## config.mk

```make
export PLATFORM = sky130hd
export DESIGN_NAME = i2c_slave_ctrl_flat
export DESIGN_NICKNAME = d
export VERILOG_FILES = /design/src/rtl/i2c_slave_ctrl_if.sv /design/src/rtl/i2c_slave_ctrl.sv /design/src/flat_wrapper.sv
export SDC_FILE = /design/constraint.sdc
export NUM_CORES = 1
export LEC_CHECK = 0
export BUFFER_PORTS_ARGS = -buffer_cell sky130_fd_sc_hd__buf_2
export CORE_AREA = 4 4 84 105
export DETAILED_ROUTE_END_ITERATION = 8
export DIE_AREA = 0 0 88 109
export REMOVE_ABC_BUFFERS = 1
export SYNTH_ARGS = -nofsm -noshare
export SYNTH_HDL_FRONTEND = slang
export SYNTH_SLANG_ARGS = --single-unit
```

## constraint.sdc

```tcl
create_clock -name clk_i -period 2.5 [get_ports clk_i]
set_clock_uncertainty 0.15 [all_clocks]
set_input_delay 0 -clock clk_i [delete_from_list [all_inputs] [get_ports clk_i]]
set_output_delay 0 -clock clk_i [all_outputs]
set_load 0.05 [all_outputs]
```

## src/rtl/i2c_slave_ctrl_if.sv

```systemverilog
// i2c_slave_ctrl_if: pin and byte-side bundle of the I2C slave sequencer.
//   scl_i / sda_i      raw (asynchronous) bus levels seen by the slave
//   tx_sda_i           serial bit from the external byte transmitter
//   sda_drive_low_o    open-drain SDA pull-down request
//   tx_en_o            transmitter enable (low holds it in reset)
//   scl_neg_edge_o     one-clk pulse per synchronised SCL falling edge
//   reg_addr_o         register pointer / register-file address
//   wr_data_o          last written data byte
//   wr_strobe_o        one-clk write pulse for wr_data_o at reg_addr_o
//   busy_o             sequencer is not idle
// The slave modport is used by the controller; master is the bus/environment side.
interface i2c_slave_ctrl_if;
  logic       scl_i;
  logic       sda_i;
  logic       tx_sda_i;
  logic       sda_drive_low_o;
  logic       tx_en_o;
  logic       scl_neg_edge_o;
  logic [7:0] reg_addr_o;
  logic [7:0] wr_data_o;
  logic       wr_strobe_o;
  logic       busy_o;

  modport slave (
    input  scl_i, sda_i, tx_sda_i,
    output sda_drive_low_o, tx_en_o, scl_neg_edge_o,
           reg_addr_o, wr_data_o, wr_strobe_o, busy_o
  );

  modport master (
    output scl_i, sda_i, tx_sda_i,
    input  sda_drive_low_o, tx_en_o, scl_neg_edge_o,
           reg_addr_o, wr_data_o, wr_strobe_o, busy_o
  );
endinterface

```

## src/rtl/i2c_slave_ctrl.sv

```systemverilog
// i2c_slave_ctrl: byte-level I2C slave sequencer.
//   clk_i      system clock, all logic on posedge
//   reset_n_i  asynchronous active-low reset
//   bus        i2c_slave_ctrl_if.slave (raw SCL/SDA in, SDA pull-down,
//              byte-transmitter enable, register pointer and write port)
// Synchronises SCL/SDA, detects START/STOP and SCL edges, matches the
// 7-bit address, ACKs address and write bytes, and hands read bits to an
// external transmitter. The first write byte after a START loads the
// register pointer; later bytes are data and post-increment it.
module i2c_slave_ctrl #(
  parameter logic [6:0] SLAVE_ADDR = 7'h50
) (
  input  logic             clk_i,
  input  logic             reset_n_i,
  i2c_slave_ctrl_if.slave  bus
);

  typedef enum logic [2:0] {
    IDLE, ADDR, ADDR_ACK, WR_BYTE, WR_ACK, RD_BYTE, RD_ACK
  } state_t;

  state_t     state, state_nxt;

  // synchronisers: s1 -> s (synced) -> d (history)
  logic       scl_s1, scl_s, scl_d;
  logic       sda_s1, sda_s, sda_d;

  logic [3:0] bit_cnt;
  logic [7:0] shreg;
  logic       first_byte;   // next write byte is the pointer byte
  logic       data_byte;    // byte just ACKed in WR_ACK was data
  logic       rw;
  logic       rd_nack;
  logic       ack_drv;
  logic       tx_en;
  logic [7:0] reg_addr;
  logic [7:0] wr_data;
  logic       wr_strobe;
  logic       scl_neg;

  logic       scl_rise, scl_fall, start, stop;
  logic       byte_done, addr_hit;

  assign scl_rise  = ~scl_d & scl_s;
  assign scl_fall  = scl_d & ~scl_s;
  assign start     = sda_d & ~sda_s & scl_s;
  assign stop      = ~sda_d & sda_s & scl_s;
  assign byte_done = scl_fall && (bit_cnt == 4'd8);
  assign addr_hit  = (shreg[7:1] == SLAVE_ADDR);

  // Sync flops reset high (idle bus level) so leaving reset on an idle bus
  // produces no spurious edges or START/STOP.
  always_ff @(posedge clk_i or negedge reset_n_i) begin
    if (!reset_n_i) begin
      scl_s1 <= 1'b1; scl_s <= 1'b1; scl_d <= 1'b1;
      sda_s1 <= 1'b1; sda_s <= 1'b1; sda_d <= 1'b1;
    end else begin
      scl_s1 <= bus.scl_i; scl_s <= scl_s1; scl_d <= scl_s;
      sda_s1 <= bus.sda_i; sda_s <= sda_s1; sda_d <= sda_s;
    end
  end

  // state register
  always_ff @(posedge clk_i or negedge reset_n_i) begin
    if (!reset_n_i) state <= IDLE;
    else            state <= state_nxt;
  end

  // next-state logic; START/STOP override any SCL edge
  always_comb begin
    state_nxt = state;
    if (start)     state_nxt = ADDR;
    else if (stop) state_nxt = IDLE;
    else begin
      case (state)
        ADDR:     if (byte_done) state_nxt = addr_hit ? ADDR_ACK : IDLE;
        ADDR_ACK: if (scl_fall)  state_nxt = rw ? RD_BYTE : WR_BYTE;
        WR_BYTE:  if (byte_done) state_nxt = WR_ACK;
        WR_ACK:   if (scl_fall)  state_nxt = WR_BYTE;
        RD_BYTE:  if (scl_fall && bit_cnt == 4'd7) state_nxt = RD_ACK;
        RD_ACK:   if (scl_fall)  state_nxt = rd_nack ? IDLE : RD_BYTE;
        default:  ;
      endcase
    end
  end

  // datapath and registered outputs
  always_ff @(posedge clk_i or negedge reset_n_i) begin
    if (!reset_n_i) begin
      bit_cnt    <= 4'd0;
      shreg      <= 8'h00;
      first_byte <= 1'b1;
      data_byte  <= 1'b0;
      rw         <= 1'b0;
      rd_nack    <= 1'b0;
      ack_drv    <= 1'b0;
      tx_en      <= 1'b0;
      reg_addr   <= 8'h00;
      wr_data    <= 8'h00;
      wr_strobe  <= 1'b0;
      scl_neg    <= 1'b0;
    end else begin
      scl_neg   <= scl_fall;
      wr_strobe <= 1'b0;
      if (start) begin
        bit_cnt    <= 4'd0;
        ack_drv    <= 1'b0;
        tx_en      <= 1'b0;
        first_byte <= 1'b1;
      end else if (stop) begin
        ack_drv <= 1'b0;
        tx_en   <= 1'b0;
      end else begin
        // a partial byte is simply abandoned by START/STOP above
        if (scl_rise && (state == ADDR || state == WR_BYTE) && bit_cnt != 4'd8) begin
          shreg   <= {shreg[6:0], sda_s};
          bit_cnt <= bit_cnt + 4'd1;
        end
        case (state)
          ADDR: if (byte_done && addr_hit) begin
            ack_drv <= 1'b1;
            rw      <= shreg[0];
          end
          ADDR_ACK: if (scl_fall) begin
            ack_drv <= 1'b0;
            bit_cnt <= 4'd0;
            tx_en   <= rw;
          end
          WR_BYTE: if (byte_done) begin
            ack_drv <= 1'b1;
            if (first_byte) begin
              reg_addr   <= shreg;
              first_byte <= 1'b0;
              data_byte  <= 1'b0;
            end else begin
              // pointer moves only after the ACK slot, so it is stable
              // while the strobe is high
              wr_data   <= shreg;
              wr_strobe <= 1'b1;
              data_byte <= 1'b1;
            end
          end
          WR_ACK: if (scl_fall) begin
            ack_drv <= 1'b0;
            bit_cnt <= 4'd0;
            if (data_byte) reg_addr <= reg_addr + 8'd1;
          end
          RD_BYTE: if (scl_fall) begin
            if (bit_cnt == 4'd7) begin
              tx_en   <= 1'b0;
              bit_cnt <= 4'd0;
            end else begin
              bit_cnt <= bit_cnt + 4'd1;
            end
          end
          RD_ACK: begin
            if (scl_rise) rd_nack <= sda_s;
            if (scl_fall) begin
              reg_addr <= reg_addr + 8'd1;
              tx_en    <= ~rd_nack;
            end
          end
          default: ;
        endcase
      end
    end
  end

  // outputs; read data bits pass straight from the transmitter, gated by
  // the registered enable so reset releases SDA immediately
  always_comb begin
    bus.sda_drive_low_o = (state == RD_BYTE) ? (tx_en & ~bus.tx_sda_i) : ack_drv;
    bus.tx_en_o         = tx_en;
    bus.scl_neg_edge_o  = scl_neg;
    bus.reg_addr_o      = reg_addr;
    bus.wr_data_o       = wr_data;
    bus.wr_strobe_o     = wr_strobe;
    bus.busy_o          = (state != IDLE);
  end

endmodule

```

## src/flat_wrapper.sv

```systemverilog
// flat-port wrapper written by rule: the top's interface ports become plain ports
module i2c_slave_ctrl_flat 
#(
  parameter logic [6:0] SLAVE_ADDR = 7'h50
)
  (clk_i, reset_n_i, bus_scl_i, bus_sda_i, bus_tx_sda_i, bus_sda_drive_low_o, bus_tx_en_o, bus_scl_neg_edge_o, bus_reg_addr_o, bus_wr_data_o, bus_wr_strobe_o, bus_busy_o);
  i2c_slave_ctrl_if bus_i ();
  input  logic clk_i;
  input  logic reset_n_i;
  input wire logic [$bits(bus_i.scl_i)-1:0] bus_scl_i;
  input wire logic [$bits(bus_i.sda_i)-1:0] bus_sda_i;
  input wire logic [$bits(bus_i.tx_sda_i)-1:0] bus_tx_sda_i;
  output wire logic [$bits(bus_i.sda_drive_low_o)-1:0] bus_sda_drive_low_o;
  output wire logic [$bits(bus_i.tx_en_o)-1:0] bus_tx_en_o;
  output wire logic [$bits(bus_i.scl_neg_edge_o)-1:0] bus_scl_neg_edge_o;
  output wire logic [$bits(bus_i.reg_addr_o)-1:0] bus_reg_addr_o;
  output wire logic [$bits(bus_i.wr_data_o)-1:0] bus_wr_data_o;
  output wire logic [$bits(bus_i.wr_strobe_o)-1:0] bus_wr_strobe_o;
  output wire logic [$bits(bus_i.busy_o)-1:0] bus_busy_o;
  assign bus_i.scl_i = bus_scl_i;
  assign bus_i.sda_i = bus_sda_i;
  assign bus_i.tx_sda_i = bus_tx_sda_i;
  assign bus_sda_drive_low_o = bus_i.sda_drive_low_o;
  assign bus_tx_en_o = bus_i.tx_en_o;
  assign bus_scl_neg_edge_o = bus_i.scl_neg_edge_o;
  assign bus_reg_addr_o = bus_i.reg_addr_o;
  assign bus_wr_data_o = bus_i.wr_data_o;
  assign bus_wr_strobe_o = bus_i.wr_strobe_o;
  assign bus_busy_o = bus_i.busy_o;
  i2c_slave_ctrl #(.SLAVE_ADDR(SLAVE_ADDR)) u_core (.clk_i(clk_i), .reset_n_i(reset_n_i), .bus(bus_i));
endmodule
```

==> results of run 1 <==
## where the power goes
part / total, mW / leakage (nW) / internal [mW] / switching [mW]
Sequential: 0.944 / 0.582 / 0.823 / 0.121
Combinational: 0.338 / 0.572 / 0.148 / 0.189
Clock: 0.560 / 0.0585 / 0.300 / 0.260
Total: 1.84 / 1.21 / 1.27 / 0.570
## cell type report
class / count / share of cell area [%]
clock buffers: 5 / 2.54
clock inverters: 3 / 1.61
flip-flops and latches: 45 / 41.8
well taps: 95 / 4.38
repair buffers: 32 / 6.82
inverters: 7 / 1.01
multi-input cells: 156 / 41.8
## worst paths after layout
check,endpoint,cells past startpoint
max,bus_sda_drive_low_o,5
min,u_core.sda_s1,2
min in group asynchronous,u_core.bus.reg_addr_o[6],2
min reg2reg,u_core.scl_s,0
max in group asynchronous,u_core.ack_drv,2
max reg2reg,u_core.bus.reg_addr_o[5],4
## cell usage in the layout, fill, tap and decap left out, types with 2 or more instances in the layout
cell type,Yosys,routed
nor4b_1,2,2
o21bai_1,2,2
o2bb2ai_1,2,2
nor2b_1,4,4
clkbuf_8,0,5
a2bb2oi_1,2,2
nand4_1,3,3
buf_2,7,25
o211ai_1,3,3
clkinv_2,1,2
buf_4,0,4
nand2_1,18,18
and2_1,3,3
ha_1,3,3
a21o_1,3,3
a21oi_1,11,11
o21ai_0,8,8
a211oi_1,4,4
nor2_1,9,9
a31oi_1,8,8
nand2b_1,4,4
o22ai_1,5,5
nand3_1,8,8
dlygate4sd3_1,0,3
mux2_2,18,18
nor3b_1,2,2
dfrtp_1,38,38
xnor2_1,2,2
dfstp_2,7,7
nand3b_1,3,3
or3_1,2,2
and3b_1,2,2
nor3_1,2,2
inv_1,6,6
a311oi_1,2,2
## state kept, by name, indices dropped and copies added, names as in the netlist
signal and count:
u_core.rd_nack 1, u_core.bus.reg_addr_o 8, u_core.scl_s1 1, u_core.scl_d 1
u_core.scl_s 1, u_core.state 3, u_core.sda_s1 1, u_core.first_byte 1
u_core.bus.wr_data_o 8, u_core.sda_s 1, u_core.shreg 8, u_core.bus.wr_strobe_o 1
u_core.bit_cnt 4, u_core.ack_drv 1, u_core.bus.scl_neg_edge_o 1, u_core.rw 1
u_core.sda_d 1, u_core.data_byte 1, u_core.bus.tx_en_o 1
## routing by layer
layer | vias up | global-route usage (%) | wire length [µm]
met3 | 4 | 2.65 | 193
met1 | 870 | 16.0 | 2460
met5 | - | 0 | 0
li1 | 871 | - | -
met2 | 41 | 18.3 | 2480
met4 | 0 | 3.84 | 53
## per-stage QoR
| step | instances | util [%] | worst slack [ns] | instance area, µm² |
|---|---|---|---|---|
| finish | 343 | 34.8 | 0.389 | 2710 |
| global route | 343 | 34.8 | 0.202 | 2710 |
| CTS | 343 | 34.8 | 0.353 | 2710 |
| detailed placement | 332 | 33.0 | 0.430 | 2570 |
| global placement | 332 | 33.0 | 0.479 | 2570 |
| floorplan | 208 | - | 0.318 | 2300 |
## critical path, stage by stage, from the launching register on
cell      delay (ns)
dfrtp_1         0.75
buf_4           0.25
nand3b_1        0.22
nand2_1         0.08
o21ai_0         0.06
buf_2           0.28
## cells by family after synthesis
| logic type | after synthesis |
|---|---|
| flops | 45 |
| simple gates | 72 |
| fa+ha+maj | 3 |
| xor+xnor | 3 |
| mux | 19 |
| compound gates | 59 |
| buf+inv | 18 |
## repair_timing
action	in CTS	in global routing
hold endpoints to repair	40	0
resized for setup	0	0
hold buffers	3	0
setup buffers	0	0
==> out/summary.txt, run 1 <==
FF/Latch Area - 1130 µm²
R2R Path Start - u_core.state[2]
Crit path from - u_core.state[1]
Synthesized-area fraction occupied by xor and xnor cells - 1.11%
Vias in the first global route - 1,743
Post-synth cell types - 56
Die extent in x - 88 µm
CTS Root Buffer Type - clkbuf_8
Yosys warns - 0
Hold Fails Final Rpt - 0
Num CTS Buffers - 5
Setup Viol. Count Final - 0
Count leader, synth - dfrtp_1
Antenna Cells - 0
Multiplexer share of the synthesized area - 9.00%
Iter 0 DRT Violations - 186
GRT Overall Usage - 11.7%
Syn-to-layout area delta - 14.8%
Power, Total - 1.84 mW
Final Slew Violations - 0
Total die area - 9590 µm²
Leakage Power - 1.21 nW
CP Data Required Time - 2.35 ns
Antenna Violating Nets Remaining - 0
IO Pins - 26
Fin crit period - 2.11 ns
Placer congestion estimate - 0.851
Setup TNS - 0 ns
Vias per inst - 5.21
Synth Area in Compound Gates - 17.6%
Sink Count - 45
Synth Cell Area - 2360 µm²
Adder-cell share of the synthesized area - 1.59%
CTS tree - done
Largest net degree at the start of global routing - 46
Deepest clock path buffer count - 2
CP Launch Type - flop
Die Y - 109 µm
Crit path kind - reg -> out
Routed wire length - 5190 µm
Hold Crit Start - bus_sda_i
Post-synthesis area per instance - 10.8 µm²
Via Count - 1,786
Number of enable flip-flop cells after synthesis - 0
Max Cap Viol - 0
RSZ-0062 raised after global routing - no
Async set-reset flop share out of synthesis - 100%
Slew headroom - 32.7%
Status - complete, no violations
VDD IR max - 0.322 mV
Final HPWL DP - 3780 µm
Area of the multi-input gates - 1130 µm²
Row Count - 36
Antenna violations before repair - 0
Top FF cell, synth - dfrtp_1
Drt wl/cell - 15.1 µm
Layout cells sized above 1 - 29.0%
Critical path arrival - 1.96 ns
Initial DRT Pass Iterations - 4
Crit end category - output port
GR Overflow Total - 0
Hold crit path type - in -> reg
Yosys top cell area share - 40.2%
Top cells by count, synth - dfrtp_1 (38), mux2_2 (18), nand2_1 (18)
Final net count - 255
H-tree depth - 2
Synth Register Bits - 45
Largest area contributor in the netlist - dfrtp_1
Worst-Margin Slew - 1.01 ns
Synthesized netlist cell count - 219
Synth top area cells - dfrtp_1 (40%), mux2_2 (8.6%), dfstp_2 (7.8%)
Port buffer count - 25
Register-to-register setup slack - 0.43 ns
Fmax - 0.474 GHz
Clock-pin slew of the registers on the worst-case setup and hold paths - 0.09 ns
Clk_lat worst skew - 0.30 ns
Synth Area in Simple Gates - 18.7%
Total core area - 7790 µm²
Largest family of logic cells by synthesized area - simple AND/OR/NAND/NOR gates
Fin crit share - 84.5%
Fill cells - 790
Register area share after synthesis - 48.0%
Initial core utilization - 30.3%
First-pass GRT wire length - 8750 µm
# DRC - 0
Crit-path max FO - 18
Hold slack - 0.184 ns
Power per standard cell area - 679 nW/µm²
Note: power is estimated with default switching activity, not from simulation.
==> run 2: changes to the inputs <==
==> constraint.sdc (replaced) <==
create_clock -name clk_i -period 2 [get_ports clk_i]
set_clock_uncertainty 0.15 [all_clocks]
set_input_delay 0 -clock clk_i [delete_from_list [all_inputs] [get_ports clk_i]]
set_output_delay 0 -clock clk_i [all_outputs]
set_load 0.05 [all_outputs]
==> run 2 against run 1 <==
Largest power group unchanged; via count grew 5.2%; flip-flop and latch count did not move; power increased by 29%; first-iteration DRC count shrank 22%; clock power rose by 23%; largest cell class is now multi-input gates; non-clock buffer count rose by 16; critical path depth rose by 2; die area did not move; setup slack worse by 0.30 ns; final cell count grew 4.7%; design area grew 5.8%.
==> out/summary.txt, run 2 (same netlist as run 1, synthesis figures left out) <==
Fin crit period - 1.91 ns
Crit-path max FO - 10
CP bufs+invs - 2
Hold crit path type - in -> async
Die extent in x - 88 µm
GR Overflow Total - 0
Commonest non-fill, non-tap cell in the layout - dfrtp_1
Clock-pin slew of the registers on the worst-case setup and hold paths - 0.09 ns
Port buffer count - 25
Final net count - 271
Crit path cell chain - inv_2 > ha_2 > and3b_2 > nand4_4 > nor2_4 > buf_12 > mux2_2
CTS Root Buffer Type - clkbuf_8
Drt wl/cell - 15.3 µm
GRT Overall Usage - 12.3%
Clk_lat worst skew - 0.29 ns
Syn-to-layout area delta - 21.5%
Initial core utilization - 30.3%
Antenna Cells - 0
CP delay by family, top - simple AND/OR/NAND/NOR gates
Critical path arrival - 1.94 ns
Fin crit share - 95.6%
VDD IR max - 0.387 mV
Worst-Margin Slew - 0.569 ns
Setup TNS - 0 ns
Power per standard cell area - 826 nW/µm²
Area of the multi-input gates - 1150 µm²
CTS tree - done
Fmax - 0.523 GHz
H-tree depth - 2
Clock Power Share - 29.0%
Status - complete, no violations
Total die area - 9590 µm²
Largest net degree at the start of global routing - 46
Sw power - 0.719 mW
Num CTS Buffers - 5
CP Data Required Time - 2.03 ns
Cells on worst reg2reg path - 7
IO Pins - 26
Crit path kind - reg -> reg
Critical path depth - 7
Deepest clock path buffer count - 2
Hold Fails Final Rpt - 0
Int Power - 1.65 mW
Combinational Power Share - 22.1%
Critical-path top delay cell - dfrtp_1
Crit end category - flop
Slew headroom - 62.1%
Antenna Violating Nets Remaining - 0
Sink Count - 45
Row Count - 36
Worst path max stage delay - 0.39 ns
Cell area after layout - 2870 µm²
Met2 WL - 2710 µm
Leakage Power - 1.29 nW
Top sig layer - met4
Die Y - 109 µm
Initial DRT Pass Iterations - 4
Placer congestion estimate - 0.876
Max Cap Viol - 0
DP Area - 2680 µm²
RSZ-0062 raised after global routing - no
# DRC - 0
Via Count - 1,879
Register-to-register setup slack - 0.09 ns
Vias in the first global route - 1,858
WL met1 - 2500 µm
Routed wire length - 5500 µm
Setup Viol. Count Final - 0
Layout cells sized above 1 - 35.6%
Most frequent cells in the layout - dfrtp_1 (37), buf_2 (25), nand2_1 (18), mux2_2 (18), buf_4 (18)
Fill cells - 775
Antenna violations before repair - 0
Total core area - 7790 µm²
FF/Latch Area - 1140 µm²
Iter 0 DRT Violations - 146
Final Slew Violations - 0
Seq pwr share - 48.9%
Metal3 WL - 239 µm
CP Launch Type - flop
First-pass GRT wire length - 9420 µm
Net Sw Frac - 30.3%
Vias per inst - 5.23
Final HPWL DP - 3970 µm
run 2: final timing paths:
kind	to	startpoint
max in group asynchronous	u_core.state[1]	reset_n_i
min in group clk_i	u_core.sda_s1	bus_sda_i
max reg2reg	u_core.bus.wr_data_o[4]	u_core.bit_cnt[0]
min	u_core.bus.reg_addr_o[7]	reset_n_i
min reg2reg	u_core.scl_s	u_core.scl_s1
max	u_core.bus.wr_data_o[4]	u_core.bit_cnt[0]
run 2: per-layer routing:
| metal | vias up | track usage (%) |
|---|---|---|
| li1 | 905 | - |
| met2 | 50 | 19.8 |
| met3 | 6 | 2.57 |
| met5 | - | 0 |
| met4 | 0 | 3.62 |
| met1 | 918 | 16.5 |
run 2: stage by stage:
step / worst slack (ns) / util (%) / total power, mW / hold slack [ns] / cells
after floorplan: -0.182 / - / 1.47 / -0.446 / 208
after global placement: 0.0195 / 34.4 / 1.67 / -0.0408 / 345
after detailed placement: -0.0526 / 34.4 / 1.69 / -0.0414 / 345
after CTS: 0.00215 / 36.5 / 2.39 / 0.180 / 357
after global routing: 0.00707 / 36.8 / 2.51 / 0.193 / 359
final: 0.0877 / 36.8 / 2.37 / 0.168 / 359
run 2: layout make-up:
class                           count  area share (%)
Multi-Input combinational cell    156            40.0
Clock inverter                      2            1.35
Timing Repair Buffer               48            11.5
Inverter                            7           0.959
Clock buffer                        6            2.53
Sequential cell                    45            39.6
Tap cell                           95            4.14
run 2: repair_timing:
action	CTS	global route
cloned	0	0
pin swaps	1	1
resized for setup	1	6
setup endpoints to repair	8	21
hold buffers	3	0
setup buffers	1	2
endpoints found under the hold margin	40	0
run 2: worst min-delay path: cells and delay by family:
family   cells  cell delay [ns]
buf+inv      3             1.07
run 2: power by group through the flow:
stage	clock network (mW)	logic, mW	registers [mW]
final	0.687	0.524	1.16
after global routing	0.750	0.578	1.18
after global placement	0	0.498	1.18
after detailed placement	0	0.510	1.18
after CTS	0.716	0.515	1.16
after floorplan	0	0.268	1.20
==> run 3: changes to the inputs <==
--- a/config.mk
+++ b/config.mk
@@ -5,10 +5,11 @@
 export SDC_FILE = /design/constraint.sdc
 export NUM_CORES = 1
 export LEC_CHECK = 0
+export ABC_AREA = 1
 export BUFFER_PORTS_ARGS = -buffer_cell sky130_fd_sc_hd__buf_2
-export CORE_AREA = 4 4 84 105
+export CORE_AREA = 4 4 86 108
 export DETAILED_ROUTE_END_ITERATION = 8
-export DIE_AREA = 0 0 88 109
+export DIE_AREA = 0 0 90 112
 export REMOVE_ABC_BUFFERS = 1
 export SYNTH_ARGS = -nofsm -noshare
 export SYNTH_HDL_FRONTEND = slang
==> run 3 against run 2 <==
Die area up 5.1%; highest routed layer unchanged; utilization down 0.98 points; clock-buffer cell count down 1; critical endpoint is now u_core.bus.reg_addr_o[2]; critical path depth up 4; largest power group unchanged; combinational power down 16%; wire length up 7.4%; fmax up 2.9%; setup slack better by 0.054 ns; first-iteration DRC count down 25%.
==> out/summary.txt, run 3 <==
Crit path cell chain - inv_1 > ha_1 > nand2_1 > nor2_4 > nand2_2 > nand2_1 > nand3_4 > nor2_8 > inv_4 > nand2_2 > o21ai_2
Final Slew Violations - 0
Most frequent cells in the layout - nand2_1 (128), dfrtp_1 (38), nand3_1 (31)
Power, Total - 2.14 mW
Post-synth cell types - 32
Initial core utilization - 30.4%
Synthesized netlist cell count - 334
Vias in the first global route - 2,145
First-pass GRT wire length - 10,100 µm
Final net count - 382
Antenna Cells - 0
Setup TNS - 0 ns
CP delay by family, top - simple AND/OR/NAND/NOR gates
Fin crit share - 92.9%
H-tree depth - 2
Via Count - 2,189
FF/Latch Area - 1130 µm²
Fill cells - 875
Number of enable flip-flop cells after synthesis - 0
Register area share after synthesis - 45.5%
Layout cells sized above 1 - 21.1%
Placer congestion estimate - 0.934
Clk_lat worst skew - 0.31 ns
Row Count - 37
Largest net degree at the start of global routing - 23
Hold slack - 0.0564 ns
Routed wire length - 5910 µm
Synth Cell Area - 2490 µm²
Slew headroom - 64.0%
GRT Overall Usage - 12.1%
Iter 0 DRT Violations - 110
Total die area - 10,100 µm²
Total core area - 8190 µm²
Fin crit period - 1.86 ns
IO Pins - 26
Syn-to-layout area delta - 17.9%
Final HPWL DP - 4320 µm
Vias per inst - 4.64
Worst-Margin Slew - 0.539 ns
Setup Viol. Count Final - 0
Port buffer count - 25
Area of the multi-input gates - 1210 µm²
Largest area contributor in the netlist - dfrtp_1
CTS tree - done
Hold Fails Final Rpt - 0
Initial DRT Pass Iterations - 4
Drt wl/cell - 12.5 µm
Num CTS Buffers - 5
Clock-pin slew of the registers on the worst-case setup and hold paths - 0.10 ns
Non-Filler Instances - 472
Crit end category - flop
Critical-path top delay cell - dfrtp_1
Commonest non-fill, non-tap cell in the layout - nand2_1
Top cells by count, synth - nand2_1 (128), dfrtp_1 (38), nand3_1 (31)
GR Overflow Total - 0
Top FF cell, synth - dfrtp_1
Final design utilization - 35.9%
CP Launch Type - flop
Synth top area cells - dfrtp_1 (38%), nand2_1 (19%), dfstp_2 (7.4%)
Post-synthesis area per instance - 7.47 µm²
Yosys warns - 0
Placed insts - 457
Crit path kind - reg -> reg
Power per standard cell area - 727 nW/µm²
Antenna violations before repair - 0
Leakage Power - 1.51 nW
Die extent in x - 90 µm
Count leader, synth - nand2_1
Yosys top cell area share - 38.1%
Async set-reset flop share out of synthesis - 100%
Die Y - 112 µm
# DRC - 0
Worst path max stage delay - 0.43 ns
Crit-path max FO - 8
Fmax - 0.538 GHz
Deepest clock path buffer count - 2
VDD IR max - 0.420 mV
Sink Count - 45
Synth Register Bits - 45
Antenna Violating Nets Remaining - 0
Critical path arrival - 1.91 ns
Max Cap Viol - 0
Hold crit path type - in -> async
CP bufs+invs - 2
Status - complete, no violations
CP Data Required Time - 2.05 ns
CTS Root Buffer Type - clkbuf_8
-- run 3: power breakdown --
group	total, mW	switching, mW	internal (mW)
Clock	0.641	0.377	0.265
Sequential	1.06	0.0784	0.978
Combinational	0.440	0.290	0.150
-- run 3: layout make-up --
class                   count  share of cell area, %
multi-input cells         248                   41.1
clock buffers               5                   2.34
well taps                  97                   4.13
repair buffers             37                   8.00
flip-flops and latches     45                   38.6
clock inverters             3                  0.979
inverters                  37                   4.81
-- run 3: cells by family (layout without fill, tap and decap cells) --
logic type / count (synthesis) / count (layout) / share of synthesized area, %
AO/OA/AOI/OAI: 35 / 35 / 7.28
flip-flops: 45 / 45 / 45.5
adder cells (fa/ha/maj): 3 / 3 / 1.51
XOR/XNOR: 5 / 5 / 1.76
AND/OR/NAND/NOR: 204 / 205 / 37.0
buffers and inverters: 42 / 82 / 6.97
-- run 3: metrics by stage --
step                area (µm²)  worst slack, ns
global placement          2750            0.177
floorplan                 2460            0.220
global route              2940          -0.0281
finish                    2940            0.141
CTS                       2880            0.121
detailed placement        2750            0.154
-- run 3: worst paths after layout --
check | from | endpoint | slack, ns | depth (start not counted)
min | reset_n_i | u_core.ack_drv | 0.06 | 2
max | u_core.bit_cnt[1] | u_core.bus.reg_addr_o[2] | 0.14 | 11
min in group clk_i | bus_sda_i | u_core.sda_s1 | 0.18 | 2
max in group asynchronous | reset_n_i | u_core.first_byte | 0.99 | 3
max reg2reg | u_core.bit_cnt[1] | u_core.bus.reg_addr_o[2] | 0.14 | 11
min reg2reg | u_core.scl_s1 | u_core.scl_s | 0.21 | 0
-- run 3: routing by layer --
layer,up-vias,share of wire [%],GRT usage [%]
li1,1143,-,-
met1,992,46,15.3
met2,43,49,20.4
met3,11,3.5,2.50
met4,0,2.0,4.49
met5,-,0,0
-- run 3: repair_timing --
item,in CTS,in global routing
hold buffers,3,0
endpoints found under the hold margin,40,0
gates resized for setup,0,2
buffers inserted,0,3
endpoints found under the setup margin,0,4
-- run 3: worst reg2reg max path: cells and delay by family, from the launching register on --
family	cells	cell delay, ns
adders and majority gates	1	0.16
AOI/OAI and AO/OA	1	0.05
buffers and inverters	2	0.15
DFF	1	0.43
and+or+nand+nor	7	0.82
